## config.mk

```make
export PLATFORM = sky130hd
export DESIGN_NAME = video_stream_scheduler
export DESIGN_NICKNAME = d
export VERILOG_FILES = /design/src/rtl/video_ctrl_pkg.sv /design/src/rtl/stream_stall_monitor.sv /design/src/rtl/video_stream_scheduler.sv
export SDC_FILE = /design/constraint.sdc
export NUM_CORES = 1
export LEC_CHECK = 0
export CAP_MARGIN = 20
export CORE_MARGIN = 3
export CORE_UTILIZATION = 45
export DETAILED_ROUTE_END_ITERATION = 10
export PLACE_DENSITY = 0.64
export SETUP_SLACK_MARGIN = 0.4
export SLEW_MARGIN = 5
export SYNTH_ARGS = -nofsm -noshare
export SYNTH_HDL_FRONTEND = slang
export SYNTH_SLANG_ARGS = --single-unit
```

## constraint.sdc

```tcl
create_clock -name clock -period 5.65 [get_ports clock]
set_input_delay 1.695 -clock clock [delete_from_list [all_inputs] [get_ports clock]]
set_output_delay 1.695 -clock clock [all_outputs]
set_load 0.05 [all_outputs]
```

## src/rtl/video_ctrl_pkg.sv

```systemverilog
// Shared types and default widths for the test-video streaming controllers.
package video_ctrl_pkg;

   typedef enum logic [2:0] {IDLE, ARM, RUN, DRAIN, DONE} vss_state_t;

   localparam int FCNT_W_DEF    = 16;
   localparam int STALL_W_DEF   = 8;
   localparam int STALL_MAX_DEF = 16;

endpackage

```

## src/rtl/stream_stall_monitor.sv

```systemverilog
// Counts consecutive tvalid&&!tready cycles; flags the cycle in which the run of
// stalls reaches STALL_MAX so the scheduler can abort the non-stallable video path.
module stream_stall_monitor
   import video_ctrl_pkg::*;
#(
   parameter int STALL_W   = STALL_W_DEF,
   parameter int STALL_MAX = STALL_MAX_DEF
) (
   input  logic clock,
   input  logic clear,
   input  logic enable,
   input  logic tvalid,
   input  logic tready,
   output logic err_pulse
);

   localparam logic [STALL_W-1:0] LAST = STALL_W'(STALL_MAX - 1);

   logic [STALL_W-1:0] cnt;
   logic               stall;

   assign stall = tvalid & ~tready;
   // Fires on the STALL_MAX-th consecutive stall cycle, before the counter itself gets there.
   assign err_pulse = enable & stall & (cnt == LAST);

   always_ff @(posedge clock) begin
      if (clear) begin
         cnt <= '0;
      end else if (enable && stall) begin
         cnt <= cnt + 1'b1;
      end else begin
         cnt <= '0;
      end
   end

endmodule

```

## src/rtl/video_stream_scheduler.sv

```systemverilog
// Frame-aligned run controller: gates the native-to-AXIS bridge so streams start and
// end on whole frames, counts delivered frames and aborts on excessive back-pressure.
module video_stream_scheduler
   import video_ctrl_pkg::*;
#(
   parameter int FCNT_W    = FCNT_W_DEF,
   parameter int STALL_W   = STALL_W_DEF,
   parameter int STALL_MAX = STALL_MAX_DEF
) (
   input  logic              clock,
   input  logic              rst,
   input  logic              start,
   input  logic              stop,
   input  logic [FCNT_W-1:0] frame_num,
   input  logic              vsync,
   input  logic              axis_tvalid,
   input  logic              axis_tready,
   output logic              stream_enable,
   output logic              busy,
   output logic              done,
   output logic [FCNT_W-1:0] frame_cnt,
   output logic              stall_err
);

   vss_state_t        state;
   logic [FCNT_W-1:0] target;
   logic [FCNT_W-1:0] cnt_inc;
   logic              vsync_q;
   logic              fb;
   logic              in_run;
   logic              stall_hit;

   assign in_run  = (state == RUN) || (state == DRAIN);
   assign cnt_inc = (frame_cnt == '1) ? frame_cnt : frame_cnt + 1'b1;

   stream_stall_monitor #(
      .STALL_W   (STALL_W),
      .STALL_MAX (STALL_MAX)
   ) u_stall_mon (
      .clock     (clock),
      .clear     (rst | ~in_run),
      .enable    (in_run),
      .tvalid    (axis_tvalid),
      .tready    (axis_tready),
      .err_pulse (stall_hit)
   );

   always_ff @(posedge clock) begin
      if (rst) begin
         state         <= IDLE;
         stream_enable <= 1'b0;
         busy          <= 1'b0;
         done          <= 1'b0;
         frame_cnt     <= '0;
         stall_err     <= 1'b0;
         target        <= '0;
         vsync_q       <= 1'b0;
         fb            <= 1'b0;
      end else begin
         // Boundary is registered: the FSM reacts two cycles after vsync rises at the pin.
         vsync_q <= vsync;
         fb      <= vsync & ~vsync_q;
         done    <= 1'b0;
         case (state)
            IDLE: begin
               if (start && !stop) begin
                  state     <= ARM;
                  busy      <= 1'b1;
                  target    <= frame_num;
                  frame_cnt <= '0;
                  stall_err <= 1'b0;
               end
            end
            ARM: begin
               if (stop) begin
                  state <= IDLE;
                  busy  <= 1'b0;
               end else if (fb) begin
                  state         <= RUN;
                  stream_enable <= 1'b1;
               end
            end
            RUN: begin
               if (stall_hit) begin
                  state         <= IDLE;
                  stream_enable <= 1'b0;
                  busy          <= 1'b0;
                  stall_err     <= 1'b1;
               end else if (fb) begin
                  frame_cnt <= cnt_inc;
                  if (stop || ((target != '0) && (cnt_inc == target))) begin
                     state         <= DONE;
                     stream_enable <= 1'b0;
                     busy          <= 1'b0;
                     done          <= 1'b1;
                  end
               end else if (stop) begin
                  state <= DRAIN;
               end
            end
            DRAIN: begin
               if (stall_hit) begin
                  state         <= IDLE;
                  stream_enable <= 1'b0;
                  busy          <= 1'b0;
                  stall_err     <= 1'b1;
               end else if (fb) begin
                  frame_cnt     <= cnt_inc;
                  state         <= DONE;
                  stream_enable <= 1'b0;
                  busy          <= 1'b0;
                  done          <= 1'b1;
               end
            end
            DONE: begin
               state <= IDLE;
            end
            default: begin
               state         <= IDLE;
               stream_enable <= 1'b0;
               busy          <= 1'b0;
            end
         endcase
      end
   end

endmodule

```

==> flow_summary.json <==
{
  "rr_startpoint": "frame_cnt[1]$_SDFFE_PP0P_",
  "nets": 436,
  "grt_util_all_layers": 0.210,
  "regToRegEndpoint": "busy$_SDFFE_PP0P_",
  "async_reset_ff_frac": 0,
  "min_period_over_period": 0.714,
  "synth_top_family_by_area": "simple AND/OR/NAND/NOR gates",
  "io_buffers": 42,
  "grt_pass1_wl_um": 12800,
  "synth_edf_count": 0,
  "ys_seq_area_frac": 0.327,
  "routed_wl_um": 7870,
  "syn_area_per_cell_um2": 7.71,
  "setup-tns-final_ps": 0,
  "dp_hpwl_um": 5630,
  "critPathKind": "input pin to flop",
  "path_clk_slew_ps": 100,
  "rsz0062_at_grt": "no",
  "fp.dieH_um": 87.7,
  "initial_core_util": 0.467,
  "yosysMostFrequentCell": "nand2_1",
  "final_core_util": 0.545,
  "drc_errors": 0,
  "slew_violations": 0,
  "cts_tree": "yes",
  "num_io_pins": 43,
  "status": "complete, no violations",
  "syn_inst": 389,
  "cts_made_buffers": 5,
  "synth_cell_types": 64,
  "final-hold-violation-count": 0,
  "grt_overflow": 0,
  "grt_antenna_before_repair": 0,
  "root_buffer": "clkbuf_8",
  "postCtsSetupRepairBufs": 0,
  "wire_per_inst_um": 16.1,
  "dieArea_mm2": 0.00768,
  "clk_latency_ps": 310,
  "setup_viol": 0,
  "synth_commonest_cells": "nand2_1 (51), dfxtp_1 (49), a21oi_1 (39), nor2_1 (37), nor3_1 (22)",
  "ys_warn_count": 0,
  "syn_nets": 414,
  "cp-end-kind": "flop",
  "core_mm2": 0.00642,
  "synthXorXnorAreaFrac": 0.0496,
  "synth_top_area_cell": "dfxtp_1",
  "cp_max_fo": 5,
  "areaGrowthSynthToFinish_pct": 16.6,
  "crit_arrival_ps": 4240,
  "worstRegToRegCells": 9,
  "max-slew-margin-rel": 0.328,
  "die_w_um": 87.7,
  "synth_compound_area_frac": 0.212,
  "synth_seq_cells": 49,
  "synth_area_leaders": "dfxtp_1 (33%), a21oi_1 (6.5%), nand2_1 (6.4%), nor2_1 (4.6%), nor3_1 (3.7%)",
  "max_freq_ghz": 0.248,
  "vias": 2946,
  "diodes": 0,
  "grt_pass1_vias": 2568,
  "drt_first_pass_iters": 4,
  "cp.required_ps": 5860,
  "synthMuxAreaShare": 0.0183,
  "antenna_left": 0,
  "yosys.area_share.simple": 0.337,
  "globalplace.congestion": 0.946,
  "synth_ff_type": "dfxtp_1",
  "ir_worst_vdd_uv": 114,
  "clockBufferDepth": 2,
  "holdPathStages": 1,
  "min_path_type": "flop to flop",
  "drt-initial-drc-count": 319,
  "worst_pin_slew_ps": 1000,
  "h-tree-depth": 2,
  "clock-sinks": 49,
  "hold_buffers": 0,
  "leakagePower_nw": 1.18,
  "power_density_mw_per_mm2": 208,
  "min-delay-start": "vsync_q$_SDFF_PP0_",
  "maxCapViolations": 0,
  "grt_max_degree": 25,
  "hold_end": "fb$_SDFF_PP0_",
  "synthAdderAreaFrac": 0.00834,
  "finClkSkew_ps": 8.00,
  "ff2ff_setup_slack_ps": 2200,
  "viasPerCell": 6.02,
  "drive_gt1_frac": 0.0655,
  "ctsResizeCount": 0,
  "fin_crit_ps": 4030,
  "num_rows": 29,
  "crit_path_start_kind": "input pin",
  "yosysTopAreaCellShare": 0.327,
  "synthesis.area_mm2": 0.00300
}
routing by layer:
layer | global-route usage | up-vias | wire, µm
met4 | 0.0600 | 0 | 94
met2 | 0.313 | 112 | 3310
li1 | - | 1469 | -
met3 | 0.0320 | 8 | 394
met5 | 0 | - | 0
met1 | 0.312 | 1357 | 4060
cell type report:
cell class | instances | area [µm²]
timing repair buffer | 44 | 435
fill | 642 | 2920
tap | 77 | 96.3
multi-input combinational | 307 | 1880
sequential | 49 | 981
clock inverter | 2 | 13.8
clock buffer | 6 | 82.6
inverter | 4 | 15.0
layout by cell type (no fill, tap or decap), types with 8 or more instances in the layout:
master,count
a21oi_1,39
clkdlybuf4s50_1,42
dfxtp_1,49
nand2_1,51
nand3_1,12
nor2_1,37
nor2b_1,10
nor3_1,22
nor4_1,8
o21ai_0,16
xor2_1,10
critical path: stages:
cell and delay [ps]:
clkdlybuf4s50_1 450, nor4bb_1 500, nand3_1 290, and3b_1 300
o21ai_0 210, o21ai_0 120, a22oi_1 230, o41ai_2 130
mux2_4 310
report_power, final:
group / switching, W / leakage, nW / total, W / internal [W]
registers: 0.0000211 / 0.397 / 0.000379 / 0.000358
logic: 0.0000666 / 0.729 / 0.000126 / 0.0000592
clock network: 0.000125 / 0.0512 / 0.000224 / 0.0000996
cells by family (layout without fill, tap and decap cells):
group	count (synthesis)	count (layout)
simple gates	188	188
compound gates	95	95
buf+inv	33	56
xor+xnor	17	17
fa+ha+maj	2	2
flops	49	49
mux	5	5
sequential cells by signal, summed over array words and instances (netlist names), 3 cells and up:
name             cells
frame_cnt           16
state                3
target              16
u_stall_mon.cnt      8
how the worst max path moves through the flow:
stage           startpoint                     to  cells after the start
2_1_floorplan  axis_tvalid  state[1]$_SDFFE_PP0P_                      8
3_3_place_gp   axis_tvalid  state[1]$_SDFFE_PP0P_                      9
4_1_cts        axis_tvalid  state[1]$_SDFFE_PP0P_                      9
5_1_grt        axis_tvalid  state[1]$_SDFFE_PP0P_                      9
3_5_place_dp   axis_tvalid  state[1]$_SDFFE_PP0P_                      9
6_report       axis_tvalid  state[1]$_SDFFE_PP0P_                      9
stage by stage:
stage | hold WS (ps) | instances | instance area (µm²) | power (W) | worst slack, ps
floorplan | 367 | 389 | 3000 | 0.000473 | 2100
global placement | 373 | 481 | 3400 | 0.000510 | 1450
detailed placement | 382 | 481 | 3400 | 0.000512 | 1320
CTS | 397 | 489 | 3500 | 0.000736 | 1650
global route | 413 | 489 | 3500 | 0.000763 | 1410
finish | 393 | 489 | 3500 | 0.000729 | 1620
Power figures use the tool's default switching activity.
==> RTL change 1: new RTL, config.mk and constraints unchanged <==
Put one more register stage on the output `frame_cnt`, without a reset. The value now appears one clock later. The other outputs are not delayed to match.
--- a/src/rtl/video_stream_scheduler.sv
+++ b/src/rtl/video_stream_scheduler.sv
@@ -22,6 +22,8 @@
    output logic              stall_err
 );
 
+   logic [FCNT_W-1:0] frame_cnt_s0;
+
    vss_state_t        state;
    logic [FCNT_W-1:0] target;
    logic [FCNT_W-1:0] cnt_inc;
@@ -31,7 +33,7 @@
    logic              stall_hit;
 
    assign in_run  = (state == RUN) || (state == DRAIN);
-   assign cnt_inc = (frame_cnt == '1) ? frame_cnt : frame_cnt + 1'b1;
+   assign cnt_inc = (frame_cnt_s0 == '1) ? frame_cnt_s0 : frame_cnt_s0 + 1'b1;
 
    stream_stall_monitor #(
       .STALL_W   (STALL_W),
@@ -51,7 +53,7 @@
          stream_enable <= 1'b0;
          busy          <= 1'b0;
          done          <= 1'b0;
-         frame_cnt     <= '0;
+         frame_cnt_s0  <= '0;
          stall_err     <= 1'b0;
          target        <= '0;
          vsync_q       <= 1'b0;
@@ -67,7 +69,7 @@
                   state     <= ARM;
                   busy      <= 1'b1;
                   target    <= frame_num;
-                  frame_cnt <= '0;
+                  frame_cnt_s0 <= '0;
                   stall_err <= 1'b0;
                end
             end
@@ -87,7 +89,7 @@
                   busy          <= 1'b0;
                   stall_err     <= 1'b1;
                end else if (fb) begin
-                  frame_cnt <= cnt_inc;
+                  frame_cnt_s0 <= cnt_inc;
                   if (stop || ((target != '0) && (cnt_inc == target))) begin
                      state         <= DONE;
                      stream_enable <= 1'b0;
@@ -105,7 +107,7 @@
                   busy          <= 1'b0;
                   stall_err     <= 1'b1;
                end else if (fb) begin
-                  frame_cnt     <= cnt_inc;
+                  frame_cnt_s0  <= cnt_inc;
                   state         <= DONE;
                   stream_enable <= 1'b0;
                   busy          <= 1'b0;
@@ -124,5 +126,9 @@
       end
    end
 
+   always_ff @(posedge clock) begin
+      frame_cnt <= frame_cnt_s0;
+   end
+
 endmodule
 
Behaviour: not the same (Yosys sat finds a counterexample within 10 cycles, from zero or initial values and one cycle with rst high).
==> RTL change 1 against the original RTL <==
Total power up 57%; sequential cell count up 16; routed wire length down 3.9%; non-clock buffer count down 1; area after synthesis up 6.2%; design area up 8.9%; setup slack better by 0.16 ns; final cell count up 6.7%; combinational power up 95%; sequential power up 38%; critical path type unchanged; largest power group unchanged.
==> RTL change 1: results <==
[run_status]
status = "finished, final reports clean"

[grt]
grt_pass1_vias = 2603
grt_usage_pct = 19.2
grt_max_degree = 27
grt_pass1_wl_mm = 12.6
antenna_found_initial = 0

[finish]
finalNetCount = 446
fillCellCount = 659
largestRegisters = "frame_cnt: 16 flops, frame_cnt_s0: 16 flops, target: 16 flops"
syn_to_final_growth_pct = 19.6
layout-drive-gt1-share_pct = 5.63

[setup_path]
worst_path_max_delay_cell = "a21oi_1"
critPathMaxStageDelay_ns = 0.72
worst_ep_arrival_time_ns = 4.08
cp_max_fo = 19

[detailed_routing]
wl_per_cell_um = 14.5
vias = 2865
drt_iter0_drc = 134
dr.pass1.iters = 4
via_per_inst = 5.49

[power_and_ir_drop]
max-vdd-ir-drop_mv = 0.205
p_leak_uw = 0.00130

[placed_design]
finalWeightedCongestion = 0.892
post_dp_cell_area_um2 = 3620
dpl.hpwl_mm = 5.31
dp_cells = 506
port_buffers = 42
dpl_worst_slack_ns = 1.46

[yosys]
ys_seq_area_share_pct = 40.8
async_flop_share_pct = 0
synthTopCellsByArea = "dfxtp_1 (41%), a21oi_1 (6.6%), nand2_1 (6.5%), xnor2_1 (4.9%), nor2_1 (4.4%)"
synth_flop_cell = "dfxtp_1"
synth_nets = 418
yosys-top-cells-count = "dfxtp_1 (65), nand2_1 (55), a21oi_1 (42)"
synth_cells = 393
synth.distinct_cells = 48

[clock_network]
clk_path_buf_depth = 2
numCtsBuffers = 9
htree_levels = 3
clk_pin_slew_ns = 0.08
clk_latency_ns = 0.34
postCtsResizedCells = 0

[min_path]
min_path_type = "register to register"

[sta]
worst_pin_slew_ns = 0.953
clock_skew_ns = 0.00914
[RTL change 1: final timing paths]
kind,startpoint,endpoint,slack [ns],depth (start not counted)
setup reg to reg,frame_cnt_s0[0],stream_enable,2.53,9
setup / recovery,stop,frame_cnt_s0[1],1.78,7
hold / removal,vsync_q,fb,0.40,1
hold reg to reg,vsync_q,fb,0.40,1
[RTL change 1: where the power goes]
part / leakage, uW / switching, uW / total (uW) / internal [uW]
clock: 0.0000933 / 177 / 380 / 203
sequential: 0.000526 / 39.1 / 523 / 483
combinational: 0.000677 / 137 / 246 / 109
total: 0.00130 / 353 / 1150 / 795
[RTL change 1: metal layers]
metal	share of wire (%)	up-vias	track usage [%]
met4	2.7	0	9.69
li1	-	1452	-
met2	42	96	28.9
met5	0	-	0
met3	5.1	18	3.51
met1	51	1299	26.3
[RTL change 1: worst max-delay path: cells and delay by family]
| kind | cells | cell delay, ns |
|---|---|---|
| buffers and inverters | 2 | 0.67 |
| AOI/OAI and AO/OA | 3 | 1.15 |
| and+or+nand+nor | 2 | 0.55 |
[RTL change 1: layout make-up]
cell class / count / share of cell area [%]
Clock buffer: 11 / 3.45
Clock inverter: 5 / 1.48
Inverter: 6 / 0.591
Multi-Input combinational cell: 296 / 46.0
Sequential cell: 65 / 34.1
Tap cell: 96 / 3.15
Timing Repair Buffer: 43 / 11.2
[RTL change 1: cells by family (layout without fill, tap and decap cells)]
family	Yosys count	after routing	synth area share, %
and+or+nand+nor	175	175	28.5
adders and majority gates	2	2	0.785
buffers and inverters	32	65	4.20
AOI/OAI and AO/OA	91	91	17.8
muxes	3	3	0.982
xor gates and xnor gates	25	25	6.87
DFF	65	65	40.8
==> RTL change 2: new RTL, same flow settings <==
Without the edit above. `FCNT_W_DEF`: 16 -> 32.
--- a/src/rtl/video_ctrl_pkg.sv
+++ b/src/rtl/video_ctrl_pkg.sv
@@ -3,7 +3,7 @@
 
    typedef enum logic [2:0] {IDLE, ARM, RUN, DRAIN, DONE} vss_state_t;
 
-   localparam int FCNT_W_DEF    = 16;
+   localparam int FCNT_W_DEF    = 32;
    localparam int STALL_W_DEF   = 8;
    localparam int STALL_MAX_DEF = 16;
 
Ports: changed (resized frame_cnt and frame_num); port bits go from 43 to 75. No check against the original RTL was run, so the function may have changed too.
==> RTL change 2 against the original RTL <==
Clock power up 140%; total power is 110% higher; routed wire length is 100% higher; setup slack worse by 0.14 ns; design area rose by 69%; non-clock buffer count is 37 higher; area after synthesis grew 64%; sequential cell count is 32 higher; largest power group unchanged; combinational power rose to 2.8 times the old value.
==> RTL change 2: results <==
[power_and_ir_drop]
p_per_area_nw_per_um2 = 260
max-vdd-ir-drop_mv = 0.192
p_leak_uw = 0.00203

[yosys]
synth.distinct_cells = 65
synth_nets = 709
netlist.area_leader.share_pct = 32.9
synthTopCellsByArea = "dfxtp_1 (33%), nand2_1 (8.8%), a21oi_1 (7.6%), nor2_1 (5.2%), xnor2_1 (4.8%)"
ys_warn_count = 0
ys_seq_area_share_pct = 32.9
async_flop_share_pct = 0
yosys-top-cells-count = "nand2_1 (115), dfxtp_1 (81), a21oi_1 (75)"

[clock_network]
postCtsResizedCells = 0
clk_latency_ns = 0.38
clk_path_buf_depth = 2
cts_root_buf = "clkbuf_8"
post_cts_buffers = 0
clk_pin_slew_ns = 0.09
numCtsBuffers = 9
htree_levels = 3

[sta]
clock_skew_ns = 0.0105
worst_pin_slew_ns = 1.05

[setup_path]
cp_top_family = "simple AND/OR/NAND/NOR gates"
worst_path_max_delay_cell = "or4b_2"
critPathMaxStageDelay_ns = 0.60
cp_max_fo = 19
worst_ep_arrival_time_ns = 4.42

[grt]
antenna_found_initial = 0
grt_usage_pct = 25.4
grt_max_degree = 40
grt_pass1_wl_mm = 25.3
grt_pass1_vias = 4868

[min_path]
min_path_type = "register to register"

[placed_design]
dpl.hpwl_mm = 11.8
finalWeightedCongestion = 0.921
dpl_worst_slack_ns = 1.12
port_buffers = 74
post_dp_cell_area_um2 = 5690

[finish]
layout-drive-gt1-share_pct = 5.43
fillCellCount = 1029
largestRegisters = "frame_cnt: 32 flops, target: 32 flops, u_stall_mon.cnt: 8 flops"
finalNetCount = 754

[run_status]
status = "finished, final reports clean"

[detailed_routing]
vias = 5155
drcViolationCount = 0
drt_iter0_drc = 427
wirelength_mm = 15.9
dr.pass1.iters = 5
RTL change 2: cell count changes in the layout (fill, tap and decap cells not counted), moves of 6 or more:
cell,change
nand2_1,+64
a311oi_1,+7
o21ai_0,+18
nand4_1,+7
xor2_1,+12
clkdlybuf4s50_1,+31
xnor2_1,+20
nand3_1,+6
dfxtp_1,+32
nor2_1,+31
a21oi_1,+36
RTL change 2: where the power goes:
group	leakage (uW)	switching, uW	internal (uW)
Sequential	0.000656	51.4	604
Combinational	0.00126	219	139
Clock	0.000121	224	308
RTL change 2: kinds of logic after synthesis:
logic type / synth area share [%]
and+or+nand+nor: 31.2
AOI/OAI and AO/OA: 20.6
DFF: 32.9
buffers and inverters: 4.52
xor gates and xnor gates: 8.72
muxes: 1.45
adders and majority gates: 0.508
RTL change 2: per-stage QoR:
step,instances,hold WS (ns)
6_report,854,0.399
5_1_grt,854,0.408
4_1_cts,854,0.407
3_5_place_dp,838,0.394
3_3_place_gp,838,0.376
2_1_floorplan,668,0.367
RTL change 2: layer usage:
layer  up-vias  GRT usage [%]  wire length (um)  share of wire, %
met4         0           10.9               312               2.0
met5         -              0                 0                 0
met1      2498           33.4              7070                44
met2       165           41.3              7580                48
li1       2471              -                 -                 -
met3        21           4.00               960               6.0
RTL change 2: final cells by class:
type,count,area share (%)
timing repair buffer,81,13.3
inverter,6,0.380
clock inverter,4,1.67
tap,136,2.87
clock buffer,12,2.45
sequential,81,27.3
multi-input combinational,534,52.0
RTL change 2: path summary, 6_finish.rpt:
check	start	end	slack, ns	cells past startpoint
max	axis_tvalid	frame_cnt[12]	1.48	8
min	vsync_q	fb	0.40	1
max reg2reg	frame_cnt[0]	busy	1.56	10
min reg2reg	vsync_q	fb	0.40	1
